[config.mk]
export PLATFORM = sky130hd
export DESIGN_NAME = ucsbece154a_fetch
export DESIGN_NICKNAME = d
export VERILOG_FILES = /design/src/rtl/ucsbece154a_fetch_pkg.sv /design/src/rtl/ucsbece154a_fetch.sv
export SDC_FILE = /design/constraint.sdc
export NUM_CORES = 1
export LEC_CHECK = 0
export ABC_AREA = 1
export BUFFER_PORTS_ARGS = -buffer_cell sky130_fd_sc_hd__buf_2
export CORE_MARGIN = 8
export CORE_UTILIZATION = 50
export DETAILED_ROUTE_END_ITERATION = 8
export GPL_TIMING_DRIVEN = 0
export PLACE_DENSITY = 0.93
export SLEW_MARGIN = 20
export SYNTH_ARGS = -nofsm -noshare
export SYNTH_HDL_FRONTEND = slang
export SYNTH_SLANG_ARGS = --single-unit
[constraint.sdc]
create_clock -name clk -period 3 [get_ports clk]
set_clock_uncertainty 0.2 [all_clocks]
set_input_delay 0.15 -clock clk [delete_from_list [all_inputs] [get_ports clk]]
set_output_delay 0.15 -clock clk [all_outputs]
set_load 0.01 [all_outputs]
[src/rtl/ucsbece154a_fetch_pkg.sv]
// Shared types and constants for the instruction-fetch stage.
package ucsbece154a_fetch_pkg;

    localparam int unsigned INSTR_BYTES = 4;

    typedef enum logic [2:0] {
        StIdle,
        StReq,
        StWait,
        StValid,
        StErr
    } fetch_state_e;

endpackage

[src/rtl/ucsbece154a_fetch.sv]
// Instruction-fetch stage: owns the PC, fetches one instruction at a time over a
// request/response memory handshake and holds it until the core retires it.
module ucsbece154a_fetch
    import ucsbece154a_fetch_pkg::*;
#(
    parameter logic [31:0] RESET_PC = 32'h0000_0000,
    parameter int unsigned MAX_WAIT = 16
) (
    input  logic        clk,
    input  logic        reset_n,

    output logic        imem_req_o,
    output logic [31:0] imem_addr_o,
    input  logic        imem_ready_i,
    input  logic        imem_rvalid_i,
    input  logic [31:0] imem_rdata_i,

    output logic [31:0] Instr_o,
    output logic [31:0] PC_o,
    output logic [31:0] PCPlus4_o,
    output logic        InstrValid_o,

    input  logic        retire_i,
    input  logic        PCSrc_i,
    input  logic [31:0] PCTarget_i,

    output logic        misalign_o,
    output logic        timeout_o
);

    localparam int unsigned CntW = $clog2(MAX_WAIT + 1);
    localparam logic [CntW-1:0] CntMax = CntW'(MAX_WAIT);

    fetch_state_e    state_q, state_d;
    logic [31:0]     pc_q, pc_d;
    logic [31:0]     instr_q, instr_d;
    logic [CntW-1:0] cnt_q, cnt_d;
    logic            misalign_q, misalign_d;
    logic            timeout_q, timeout_d;

    logic [31:0]     pc_plus4;
    logic [31:0]     next_pc;
    logic [CntW-1:0] cnt_inc;

    always_ff @(posedge clk) begin
        if (!reset_n) begin
            state_q    <= StIdle;
            pc_q       <= RESET_PC;
            instr_q    <= '0;
            cnt_q      <= '0;
            misalign_q <= 1'b0;
            timeout_q  <= 1'b0;
        end else begin
            state_q    <= state_d;
            pc_q       <= pc_d;
            instr_q    <= instr_d;
            cnt_q      <= cnt_d;
            misalign_q <= misalign_d;
            timeout_q  <= timeout_d;
        end
    end

    always_comb begin
        state_d    = state_q;
        pc_d       = pc_q;
        instr_d    = instr_q;
        cnt_d      = cnt_q;
        misalign_d = misalign_q;
        timeout_d  = timeout_q;

        pc_plus4 = pc_q + 32'(INSTR_BYTES);
        next_pc  = PCSrc_i ? PCTarget_i : pc_plus4;
        cnt_inc  = cnt_q + 1'b1;

        unique case (state_q)
            StIdle: state_d = StReq;
            StReq: begin
                if (imem_ready_i) begin
                    // Zero-wait memory answers in the accept cycle.
                    if (imem_rvalid_i) begin
                        instr_d = imem_rdata_i;
                        state_d = StValid;
                    end else begin
                        cnt_d   = '0;
                        state_d = StWait;
                    end
                end
            end
            StWait: begin
                // A response in the final allowed cycle still beats the timeout.
                if (imem_rvalid_i) begin
                    instr_d = imem_rdata_i;
                    state_d = StValid;
                end else begin
                    cnt_d = cnt_inc;
                    if (cnt_inc == CntMax) begin
                        timeout_d = 1'b1;
                        state_d   = StErr;
                    end
                end
            end
            StValid: begin
                if (retire_i) begin
                    if (next_pc[1:0] != 2'b00) begin
                        misalign_d = 1'b1;
                        state_d    = StErr;
                    end else begin
                        pc_d    = next_pc;
                        state_d = StReq;
                    end
                end
            end
            StErr: state_d = StErr;
            default: state_d = StErr;
        endcase
    end

    assign imem_req_o   = (state_q == StReq);
    assign imem_addr_o  = pc_q;
    assign Instr_o      = instr_q;
    assign PC_o         = pc_q;
    assign PCPlus4_o    = pc_plus4;
    assign InstrValid_o = (state_q == StValid);
    assign misalign_o   = misalign_q;
    assign timeout_o    = timeout_q;

endmodule

# Word level (Yosys, flattened, before mapping)
# Index checks and enable logic that the tools add are counted.
[word_totals]
mem_bits_rw = 0
regBits = 74
romBits = 0
input_bits = 70
mem_count = 0
latch_bits = 0
[classes]
multipliers = 0
n_bitwise = 2
n_lt_le_gt_ge = 0
n_div = 0
n_addsub = 2
mux = 15
eq_ne = 9
reduce_logical = 9
shifts = 0
[ops]
columns = ["operator", "n"]
rows = [
  ["32-bit two-way mux", 3],
  ["32-bit case mux with 2 select lines", 1],
  ["32-bit by 3-bit adder with 32-bit output (second input constant)", 1],
  ["3-bit two-way mux", 5],
  ["5-bit two-way mux", 3],
  ["3-bit case mux with 4 select lines", 1],
  ["3-bit AND reduction", 4],
  ["5-bit case mux with 2 select lines", 1],
  ["3-bit by 2-bit == test with 1-bit output (second input constant)", 2],
  ["5-bit by 1-bit adder with 5-bit output (second input constant)", 1],
  ["5-bit == test (second input constant)", 1],
  ["2-bit by 1-bit inequality test with 1-bit output (second input constant)", 2],
  ["2-bit inequality test (second input constant)", 2],
  ["4-bit AND reduction", 1],
  ["2-bit nonzero test", 2],
  ["3-bit by 1-bit == test with 1-bit output (second input constant)", 1],
  ["3-bit logical NOT", 1],
  ["3-bit inequality test (second input constant)", 1],
  ["1-bit inverter", 2],
  ["2-bit AND reduction", 1],
  ["1-bit two-way mux", 1],
]

# Longest topological paths before layout
# Gate-level depths: netlist of run 1.
[depth]
word_depth = 6
mapped_depth = 11
depth_no_buf = 10

# Worst setup path before layout of run 1
# Ideal clock, no wire load.
[synth_path]
kind = "register to register"
start = "register pc_q[3] (netlist: PC_o[3])"
end = "register pc_q[18] (netlist: PC_o[18])"
period_less_slack_ns = 1.828
path_stages_with_launch = 9
setup_slack_ns = 1.172
setup_ns = 0.070
required_ns = 2.730
arrival_ns = 1.558
cell_sequence = "dfxtp_1 > ha_1 > inv_1 > nor2_1 > nand2_2 > nor2_1 > xor2_1 > nand2_1 > a21oi_1"
[synth_between]
elab_chain_len = 2
[synth_lines]
columns = ["item", "line", "text"]
rows = [
  ["start, declared", "ucsbece154a_fetch.sv:35", "logic [31:0] pc_q, pc_d;"],
  ["start signal, assigned", "ucsbece154a_fetch.sv:55", "pc_q <= pc_d;"],
  ["32-bit by 3-bit adder with 32-bit output", "ucsbece154a_fetch.sv:71", "pc_plus4 = pc_q + 32'(INSTR_BYTES);"],
  ["via PCPlus4_o[18]", "ucsbece154a_fetch.sv:20", "output logic [31:0] PCPlus4_o,"],
  ["32-bit two-way mux", "ucsbece154a_fetch.sv:72", "next_pc = PCSrc_i ? PCTarget_i : pc_plus4;"],
]
# The timed path passes the listed nets, and every way through them passes these cells.
# A chain may end at the register's enable or synchronous reset.

# Worst setup path after layout of run 1
[layout_path]
start = "register pc_q[2] (netlist: PC_o[2])"
end = "register pc_q[22] (netlist: PC_o[22])"
[layout_between]
elab_chain_len = 2
[layout_lines]
columns = ["item", "line"]
rows = [
  ["32-bit by 3-bit adder with 32-bit output", "ucsbece154a_fetch.sv:71"],
  ["32-bit two-way mux", "ucsbece154a_fetch.sv:72"],
]
# Every way passes these cells.

==> results of run 1 <==
state kept, by name, summed over array words and instances (netlist names):
name        count
PC_o           32
cnt_q           5
Instr_o        32
state_q         3
timeout_o       1
misalign_o      1
repair_timing:
action / in CTS / in global routing
hold buffers: 67 / 0
setup endpoints to repair: 0 / 0
endpoints found under the hold margin: 67 / 0
worst max-delay path by stage:
stage / cells past startpoint / startpoint / end / slack [ns]
4_1_cts: 11 / PC_o[3] / PC_o[22] / 0.45
3_3_place_gp: 8 / PC_o[2] / PCPlus4_o[14] / 0.93
5_1_grt: 10 / PC_o[2] / PC_o[22] / 0.21
2_1_floorplan: 8 / PC_o[3] / PC_o[18] / 1.17
6_report: 10 / PC_o[2] / PC_o[22] / 0.35
3_5_place_dp: 8 / PC_o[3] / PCPlus4_o[14] / 0.89
metal layers:
layer / up-vias / global-route usage, %
li1: 2602 / -
met1: 2474 / 29.3
met4: 0 / 17.7
met2: 409 / 51.2
met5: - / 0
met3: 105 / 11.5
placed cells by master (no fill, tap or decap), types with 2 or more instances in the layout:
cell type,netlist,layout
buf_2,13,214
nand2_1,176,176
a21oi_1,88,88
dfxtp_1,74,74
dlygate4sd3_1,0,67
nor2_1,56,56
nand3_1,55,55
inv_1,42,42
buf_4,36,36
o21ai_0,32,32
clkbuf_1,11,11
clkbuf_8,0,9
xor2_1,8,8
nand3b_1,6,6
inv_2,5,5
nor2_2,4,4
xnor2_1,4,4
nand2_2,3,3
nor2_4,3,3
buf_6,3,3
clkinv_4,0,3
nand2_4,2,2
nand4_1,2,2
a31oi_1,2,2
ha_1,2,2
inv_6,0,2
power by group through the flow:
stage	sequential [mW]	combinational [mW]	clock [mW]
after global routing	1.27	1.31	0.887
final	1.26	1.20	0.835
after global placement	1.25	1.05	0
after detailed placement	1.26	1.08	0
after CTS	1.24	1.15	0.841
after floorplan	1.30	0.636	0
logic make-up (layout without fill, tap and decap cells):
| kind of cell | Yosys count | count (layout) | synth area share (%) |
|---|---|---|---|
| adder cells (fa/ha/maj) | 2 | 2 | 0.589 |
| buffers and inverters | 110 | 394 | 13.8 |
| AO/OA/AOI/OAI | 127 | 127 | 15.6 |
| AND/OR/NAND/NOR | 313 | 313 | 31.9 |
| other | 0 | 1 | 0 |
| XOR/XNOR | 14 | 14 | 3.24 |
| flip-flops | 74 | 74 | 34.9 |
stage by stage:
stage          std cells  total power [mW]
6_report            1030              3.29
5_1_grt             1029              3.46
4_1_cts             1029              3.23
3_5_place_dp         946              2.34
3_3_place_gp         946              2.30
2_1_floorplan        640              1.94
area by class of cell:
type                            count  area (sq um)
Fill cell                         593          1950
Sequential cell                    74          1480
Clock buffer                        9           124
Buffer                             63           410
Multi-Input combinational cell    456          2180
Clock inverter                      7          85.1
Inverter                           47           176
Tap cell                          105           131
Timing Repair Buffer              268          1680
Antenna cell                        1          2.50
critical path: cells and delay by family, from the launching register on:
kind            cells  cell delay [ns]
fa+ha+maj           1             0.27
simple gates        6             0.90
flops               1             0.47
buf+inv             2             0.63
compound gates      1             0.12
==> flow_summary.yaml, run 1 <==
critical_path:
  crit_required_ns: 3.11
  cp_cell_sequence: "ha_1, inv_1, nor2_1, nand2_2, nor2_1, nand3b_1, nand2_1, nand2_1, a21oi_1, dlygate4sd3_1"
  critPathKind: "reg -> reg"
  cpPeakStageDelay_ns: 0.55
  rrSetupSlack_ns: 0.35
  cp_slowest_cell: "dlygate4sd3_1"
  critPathLaunchType: "flip-flop"
  worstSetupEndpointType: "flip-flop"
  rr_startpoint: "PC_o[2]"
  r2r_end: "PC_o[22]"
  ff2ff_path_depth: 10
  crit_fanout: 6
  arrival_ns: 2.76
drt:
  wl_per_cell_microns: 17.0
  via_per_inst: 5.43
  first_iter_violations: 420
  via_count: 5590
  met2WireLength_microns: 8560
  routed_wl_microns: 17500
  drtPass1Iterations: 7
  ant_nets: 0
  route.met3.wl_microns: 2060
  drc: 0
  wl_met1_microns: 5960
  top_layer_used: "met4"
cells_and_area:
  syn_to_final_growth_pct: 47.6
  layout.nets: 991
  drive_gt1_share_pct: 31.7
  final_util_pct: 76.2
  finalInstanceArea_sq_um: 6260
floorplan:
  die_w_microns: 108
  num_rows: 33
  die_area_sq_um: 11700
  ios: 202
  die_h_microns: 108
  fp.coreArea_sq_um: 8220
  initial_core_util_pct: 51.7
sta:
  setup_ws_ns: 0.347
  timing.final.crit_share_pct: 88.4
  worstMarginPinSlew_ns: 0.522
  setup_violations: 0
  relSlewSlack_pct: 65.2
  worst_hold_slack_ns: 0.0596
  finalCriticalPeriod_ns: 2.65
  max_freq_mhz: 377
  hold_viol_final: 0
  drv_slew: 0
  rsz0062_at_grt: "no"
  setup-tns-final_ns: 0
grt:
  antenna_found_initial: 0
  grt_pass1_vias: 5678
  grt_first_pass_wirelength_microns: 27500
  grt.overflow.total: 0
  track_usage_pct: 29.5
  grt_max_degree: 16
run_status:
  status: "finished clean"
place:
  io_buffer_count: 201
  routabilityCongestion: 0.943
  place.detailed.hpwl_microns: 11500
  placed_area_sq_um: 5380
  dpl_worst_slack_ns: 0.891
pwr:
  netSwitchingPower_mw: 1.27
  power_density_nw_per_um2: 525
  comb_power_share_pct: 36.4
  p_leak_nw: 3.13
  p_clk_share_pct: 25.4
  p_int_mw: 2.02
  ir_drop_mv: 0.313
  p_seq_share_pct: 38.2
  sw_frac_of_total_pct: 38.7
synth:
  synth-seq-cells: 74
  synth_top_cell_by_area: "dfxtp_1"
  synth-seq-area-share_pct: 34.9
  synth.most_common_cell: "nand2_1"
  synth_edf_count: 0
  syn_inst: 640
  ys_types: 35
  ys.flop_type: "dfxtp_1"
  synth_area_leaders: "dfxtp_1, nand2_1, a21oi_1"
  yosys.area.top_type_share_pct: 34.9
  ys.warnings.count: 0
  synth_common_cells: "nand2_1, a21oi_1, dfxtp_1"
  synth_area_sq_um: 4250
  synthArstFlopShare_pct: 0
  avgSynthCellArea_sq_um: 6.63
  syn_nets: 712
clocking:
  path_clk_slew_ns: 0.09
  cts_tree: "built"
  postCtsSetupRepairBufs: 0
  clock-root-buffer: "clkbuf_8"
  numCtsBuffers: 9
  clk_latency_ns: 0.36
  numClockSinks: 74
  htree_levels: 3
  clockBufferDepth: 2
  cts_resized: 0
run:
  maxCapViolCount: 0
hold_path:
  hold_depth: 7
  hp-start: "PCTarget_i[0]"
  hold_end: "misalign_o"
  min_path_type: "in -> reg"
No activity file was read; power rests on OpenSTA's default activity.
==> run 2, diff against run 1 <==
--- a/config.mk
+++ b/config.mk
@@ -5,9 +5,8 @@
 export SDC_FILE = /design/constraint.sdc
 export NUM_CORES = 1
 export LEC_CHECK = 0
-export ABC_AREA = 1
 export BUFFER_PORTS_ARGS = -buffer_cell sky130_fd_sc_hd__buf_2
-export CORE_MARGIN = 8
+export CORE_MARGIN = 1
 export CORE_UTILIZATION = 50
 export DETAILED_ROUTE_END_ITERATION = 8
 export GPL_TIMING_DRIVEN = 0
==> flow_summary.yaml, run 2 <==
synth:
  syn_inst: 562
  syn_nets: 634
  synthArstFlopShare_pct: 0
  synth-seq-area-share_pct: 34.5
  synth.most_common_cell: "nand2_1"
  synth_area_sq_um: 4290
  ys.flop_type: "dfxtp_1"
  ys.warnings.count: 0
  synth_area_leaders: "dfxtp_1, nand2_1, buf_4"
  synth_common_cells: "nand2_1, dfxtp_1, a21oi_1"
  ys_types: 56
  synth_top_cell_by_area: "dfxtp_1"
  synth_edf_count: 0
  synth-seq-cells: 74
  yosys.area.top_type_share_pct: 34.5
  avgSynthCellArea_sq_um: 7.63
critical_path:
  critPathKind: "reg -> out"
  crit_top_cell: "buf_2"
  crit_required_ns: 2.65
  ff2ff_path_depth: 6
  critPathLaunchType: "flip-flop"
  cp_cell_sequence: "ha_2, nand4_1, nor2_1, and3_1, buf_2, nand3_1, xnor2_1, buf_2"
  worstSetupEndpointType: "output pin"
  arrival_ns: 2.55
  crit_fanout: 7
  cpPeakStageDelay_ns: 0.47
  crit_cells: 8
  cp_slowest_cell: "dfxtp_1"
  crit_buf_inv: 2
  cp_top_family: "simple AND/OR/NAND/NOR gates"
sta:
  max_freq_mhz: 345
  hold_viol_final: 1
  relSlewSlack_pct: 52.1
  worst_hold_slack_ns: -0.00441
  drv_slew: 0
  worstMarginPinSlew_ns: 0.719
  setup_violations: 0
  setup-tns-final_ns: 0
  finalCriticalPeriod_ns: 2.90
  timing.final.crit_share_pct: 96.7
  rsz0062_at_grt: "no"
place:
  place.detailed.hpwl_microns: 10600
  io_buffer_count: 201
  routabilityCongestion: 0.897
hold_path:
  min_path_type: "in -> reg"
  hold_depth: 4
drt:
  via_count: 5319
  drc: 0
  wl_per_cell_microns: 17.0
  via_per_inst: 5.68
  routed_wl_microns: 15900
  drtPass1Iterations: 5
  first_iter_violations: 447
  ant_nets: 0
clocking:
  postCtsSetupRepairBufs: 0
  path_clk_slew_ns: 0.09
  numCtsBuffers: 9
  numClockSinks: 74
  htree_levels: 3
  clk_latency_ns: 0.36
  clock-root-buffer: "clkbuf_8"
  clockBufferDepth: 2
  cts_tree: "built"
grt:
  track_usage_pct: 34.6
  antenna_found_initial: 0
  grt_max_degree: 16
  grt_pass1_vias: 4985
  grt_first_pass_wirelength_microns: 24100
  grt.overflow.total: 0
pwr:
  p_clk_share_pct: 27.9
  p_leak_nw: 2.94
  p_int_mw: 1.73
  p_seq_share_pct: 43.1
  power_density_nw_per_um2: 446
  sw_frac_of_total_pct: 36.6
  p_total_mw: 2.73
  comb_power_share_pct: 29.1
  ir_drop_mv: 0.397
  netSwitchingPower_mw: 1.00
run_status:
  violations: "negative hold slack"
  status: "finished, violations left"
run:
  maxCapViolCount: 0
cells_and_area:
  n_fill_cell: 621
  multiInputGateArea_sq_um: 2350
  syn_to_final_growth_pct: 43.1
  layout_common_cells: "buf_2, nand2_1, dfxtp_1"
  drive_gt1_share_pct: 33.6
  seq_area_sq_um: 1480
  layout_commonest_cell: "buf_2"
  layout.nets: 898
  diodes: 0
floorplan:
  die_area_sq_um: 8950
  ios: 202
  num_rows: 33
  fp.coreArea_sq_um: 8260
  die_w_microns: 94.6
  initial_core_util_pct: 51.9
  die_h_microns: 94.6
run 2: cell count changes after synthesis, moves of 14 or more:
| cell | delta |
|---|---|
| and3_1 | +14 |
| clkbuf_1 | +15 |
| a21oi_1 | -36 |
| nand2_1 | -75 |
| nor2_1 | -26 |
| nand3_1 | -35 |
| inv_1 | -32 |
run 2: final timing paths:
| kind | to | slack (ns) | start |
|---|---|---|---|
| worst max-delay path | PCPlus4_o[28] | 0.1 | PC_o[3] |
| worst min-delay path | PC_o[30] | -0.004 | PCTarget_i[30] |
| worst max register to register | PC_o[26] | 0.51 | PC_o[3] |
| worst min register to register | Instr_o[7] | 0.26 | Instr_o[7] |
run 2: final cells by class:
| class | instances | area share, % |
|---|---|---|
| multi-input cells | 405 | 38.3 |
| well taps | 105 | 2.14 |
| flip-flops and latches | 74 | 24.2 |
| plain buffers | 73 | 6.85 |
| clock buffers | 9 | 2.02 |
| clock inverters | 7 | 0.999 |
| repair buffers | 253 | 24.9 |
| inverters | 10 | 0.612 |
run 2: worst register-to-register path: cells and delay by family, from the launching register on:
family,cells,cell delay (ns)
AND/OR/NAND/NOR,4,1.35
flip-flops,1,0.47
adder cells (fa/ha/maj),1,0.28
AO/OA/AOI/OAI,1,0.10
run 2: timing repair:
action,CTS,global route
hold buffers,52,0
hold endpoints to repair,52,0
gates resized for setup,0,2
setup endpoints to repair,0,3
run 2: per-stage QoR:
stage,cells,instance area [sq um],worst slack [ns],util [%]
2_1_floorplan,562,4290,0.795,-
3_3_place_gp,868,5430,0.486,65.7
3_5_place_dp,868,5430,0.432,65.7
4_1_cts,936,6130,0.0350,74.2
5_1_grt,936,6130,0.00684,74.3
6_report,936,6130,0.0981,74.3
run 2: layer usage:
layer  vias up  track usage, %  wire, microns
met4         0            15.4            434
met2       338            62.3           8030
li1       2470               -              -
met3        45            5.31           1500
met5         -               0              0
met1      2466            40.2           5930
run 2: power groups by stage:
stage / registers (mW) / clock network, mW / logic, mW
floorplan: 1.21 / 0 / 0.405
global placement: 1.18 / 0 / 0.685
detailed placement: 1.19 / 0 / 0.711
CTS: 1.17 / 0.754 / 0.766
global route: 1.19 / 0.803 / 0.869
finish: 1.18 / 0.762 / 0.795
run 2: logic make-up (layout without fill, tap and decap cells):
group / count (synthesis) / count (layout) / synth area share, %
flops: 74 / 74 / 34.5
buf+inv: 83 / 352 / 10.7
xor+xnor: 28 / 28 / 5.72
fa+ha+maj: 2 / 2 / 0.584
mux: 1 / 1 / 0.233
compound gates: 137 / 137 / 19.8
simple gates: 237 / 237 / 28.4
==> run 3, diff against run 2 <==
--- a/config.mk
+++ b/config.mk
@@ -11,6 +11,7 @@
 export DETAILED_ROUTE_END_ITERATION = 8
 export GPL_TIMING_DRIVEN = 0
 export PLACE_DENSITY = 0.93
+export SETUP_SLACK_MARGIN = 0.4
 export SLEW_MARGIN = 20
 export SYNTH_ARGS = -nofsm -noshare
 export SYNTH_HDL_FRONTEND = slang
==> flow_summary.yaml, run 3 (same netlist as run 2, synthesis figures left out) <==
clocking:
  htree_levels: 3
  cts_tree: "built"
  clockBufferDepth: 2
  numClockSinks: 74
  path_clk_slew_ns: 0.09
  clk_latency_ns: 0.36
  numCtsBuffers: 9
  clock-root-buffer: "clkbuf_8"
cells_and_area:
  drive_gt1_share_pct: 36.4
  syn_to_final_growth_pct: 47.5
  layout_commonest_cell: "buf_2"
  multiInputGateArea_sq_um: 2450
  final_util_pct: 76.6
  layout_common_cells: "buf_2, nand2_1, dfxtp_1"
  finalInstanceArea_sq_um: 6330
  layout.nets: 907
  n_fill_cell: 590
  diodes: 0
  seq_area_sq_um: 1500
floorplan:
  fp.coreArea_sq_um: 8260
  die_area_sq_um: 8950
  ios: 202
  die_h_microns: 94.6
  initial_core_util_pct: 51.9
  die_w_microns: 94.6
  num_rows: 33
run_status:
  status: "finished clean"
drt:
  drtPass1Iterations: 6
  via_count: 5464
  wl_per_cell_microns: 17.2
  first_iter_violations: 481
  routed_wl_microns: 16200
  ant_nets: 0
  drc: 0
  via_per_inst: 5.78
critical_path:
  critPathKind: "reg -> out"
  rrSetupSlack_ns: 0.63
  cp_slowest_cell: "dfxtp_4"
  worstSetupEndpointType: "output pin"
  crit_buf_inv: 2
  cp_top_family: "simple AND/OR/NAND/NOR gates"
  cp_cell_sequence: "ha_4, nand4_1, or3_1, clkbuf_2, nor3_4, xnor2_2, buf_2"
  critPathLaunchType: "flip-flop"
  crit_fanout: 7
  crit_required_ns: 2.65
  arrival_ns: 2.23
  cpPeakStageDelay_ns: 0.41
sta:
  finalCriticalPeriod_ns: 2.58
  setup-tns-final_ns: 0
  drv_slew: 0
  setup_violations: 0
  relSlewSlack_pct: 52.5
  setup_ws_ns: 0.425
  max_freq_mhz: 388
  timing.final.crit_share_pct: 85.8
  worstMarginPinSlew_ns: 0.713
  rsz0062_at_grt: "yes"
  hold_viol_final: 0
run:
  maxCapViolCount: 0
place:
  placed_area_sq_um: 5430
  routabilityCongestion: 0.897
  dpl_worst_slack_ns: 0.432
  place.detailed.hpwl_microns: 10600
  io_buffer_count: 201
grt:
  grt_first_pass_wirelength_microns: 24300
  grt_pass1_vias: 5045
  grt_max_degree: 16
  track_usage_pct: 34.8
  grt.overflow.total: 0
  antenna_found_initial: 0
pwr:
  p_leak_nw: 3.11
  power_density_nw_per_um2: 433
  p_total_mw: 2.74
  ir_drop_mv: 0.396
hold_path:
  min_path_type: "in -> reg"
[run 3: changes by cell type in the layout (fill, tap and decap cells not counted), moves of 3 or more]
cell / before / now
dfxtp_1: 73 / 63
dfxtp_2: 1 / 9
nor3_4: 0 / 3
buf_4: 35 / 45
[run 3: through the flow]
stage | cells | hold WS (ns)
after global placement | 868 | 0.191
after floorplan | 562 | 0.0860
after detailed placement | 868 | 0.198
after global routing | 945 | 0.0196
after CTS | 941 | 0.00202
final | 945 | 0.000659
[run 3: report_power, final]
group,internal (mW),total (mW),switching [mW]
Combinational,0.341,0.802,0.460
Clock,0.315,0.760,0.445
Sequential,1.08,1.18,0.0982
[run 3: metal layers]
layer  part of all wire [%]  vias to the layer above  global-route usage [%]
li1                       -                     2498                       -
met1                     36                     2548                    40.4
met2                     51                      357                    62.3
met3                    9.9                       61                    4.99
met4                    3.1                        0                    16.7
met5                      0                        -                       0
[run 3: final cells by class]
type | count | area share (%)
Clock inverter | 7 | 0.969
Buffer | 73 | 6.76
Clock buffer | 9 | 1.96
Multi-Input combinational cell | 405 | 38.7
Inverter | 10 | 0.593
Timing Repair Buffer | 262 | 25.2
Tap cell | 105 | 2.08
Sequential cell | 74 | 23.7
[run 3: worst paths after layout]
check,start,endpoint,depth (start not counted)
worst max-delay path,PC_o[2],PCPlus4_o[18],7
worst min-delay path,PCTarget_i[30],PC_o[30],4
worst max register to register,state_q[2],PC_o[28],6
worst min register to register,Instr_o[7],Instr_o[7],2
[run 3: worst min-delay path: stages]
cell     delay [ns]
buf_2          0.07
and3_1         0.15
a21oi_1        0.04
a31oi_1        0.11
[run 3: what timing repair did]
item | 4_1_cts | 5_1_grt
pin swaps | 4 | 5
resized for setup | 11 | 24
endpoints found under the hold margin | 52 | 0
hold buffers | 52 | 0
endpoints found under the setup margin | 17 | 16
setup buffers | 5 | 4
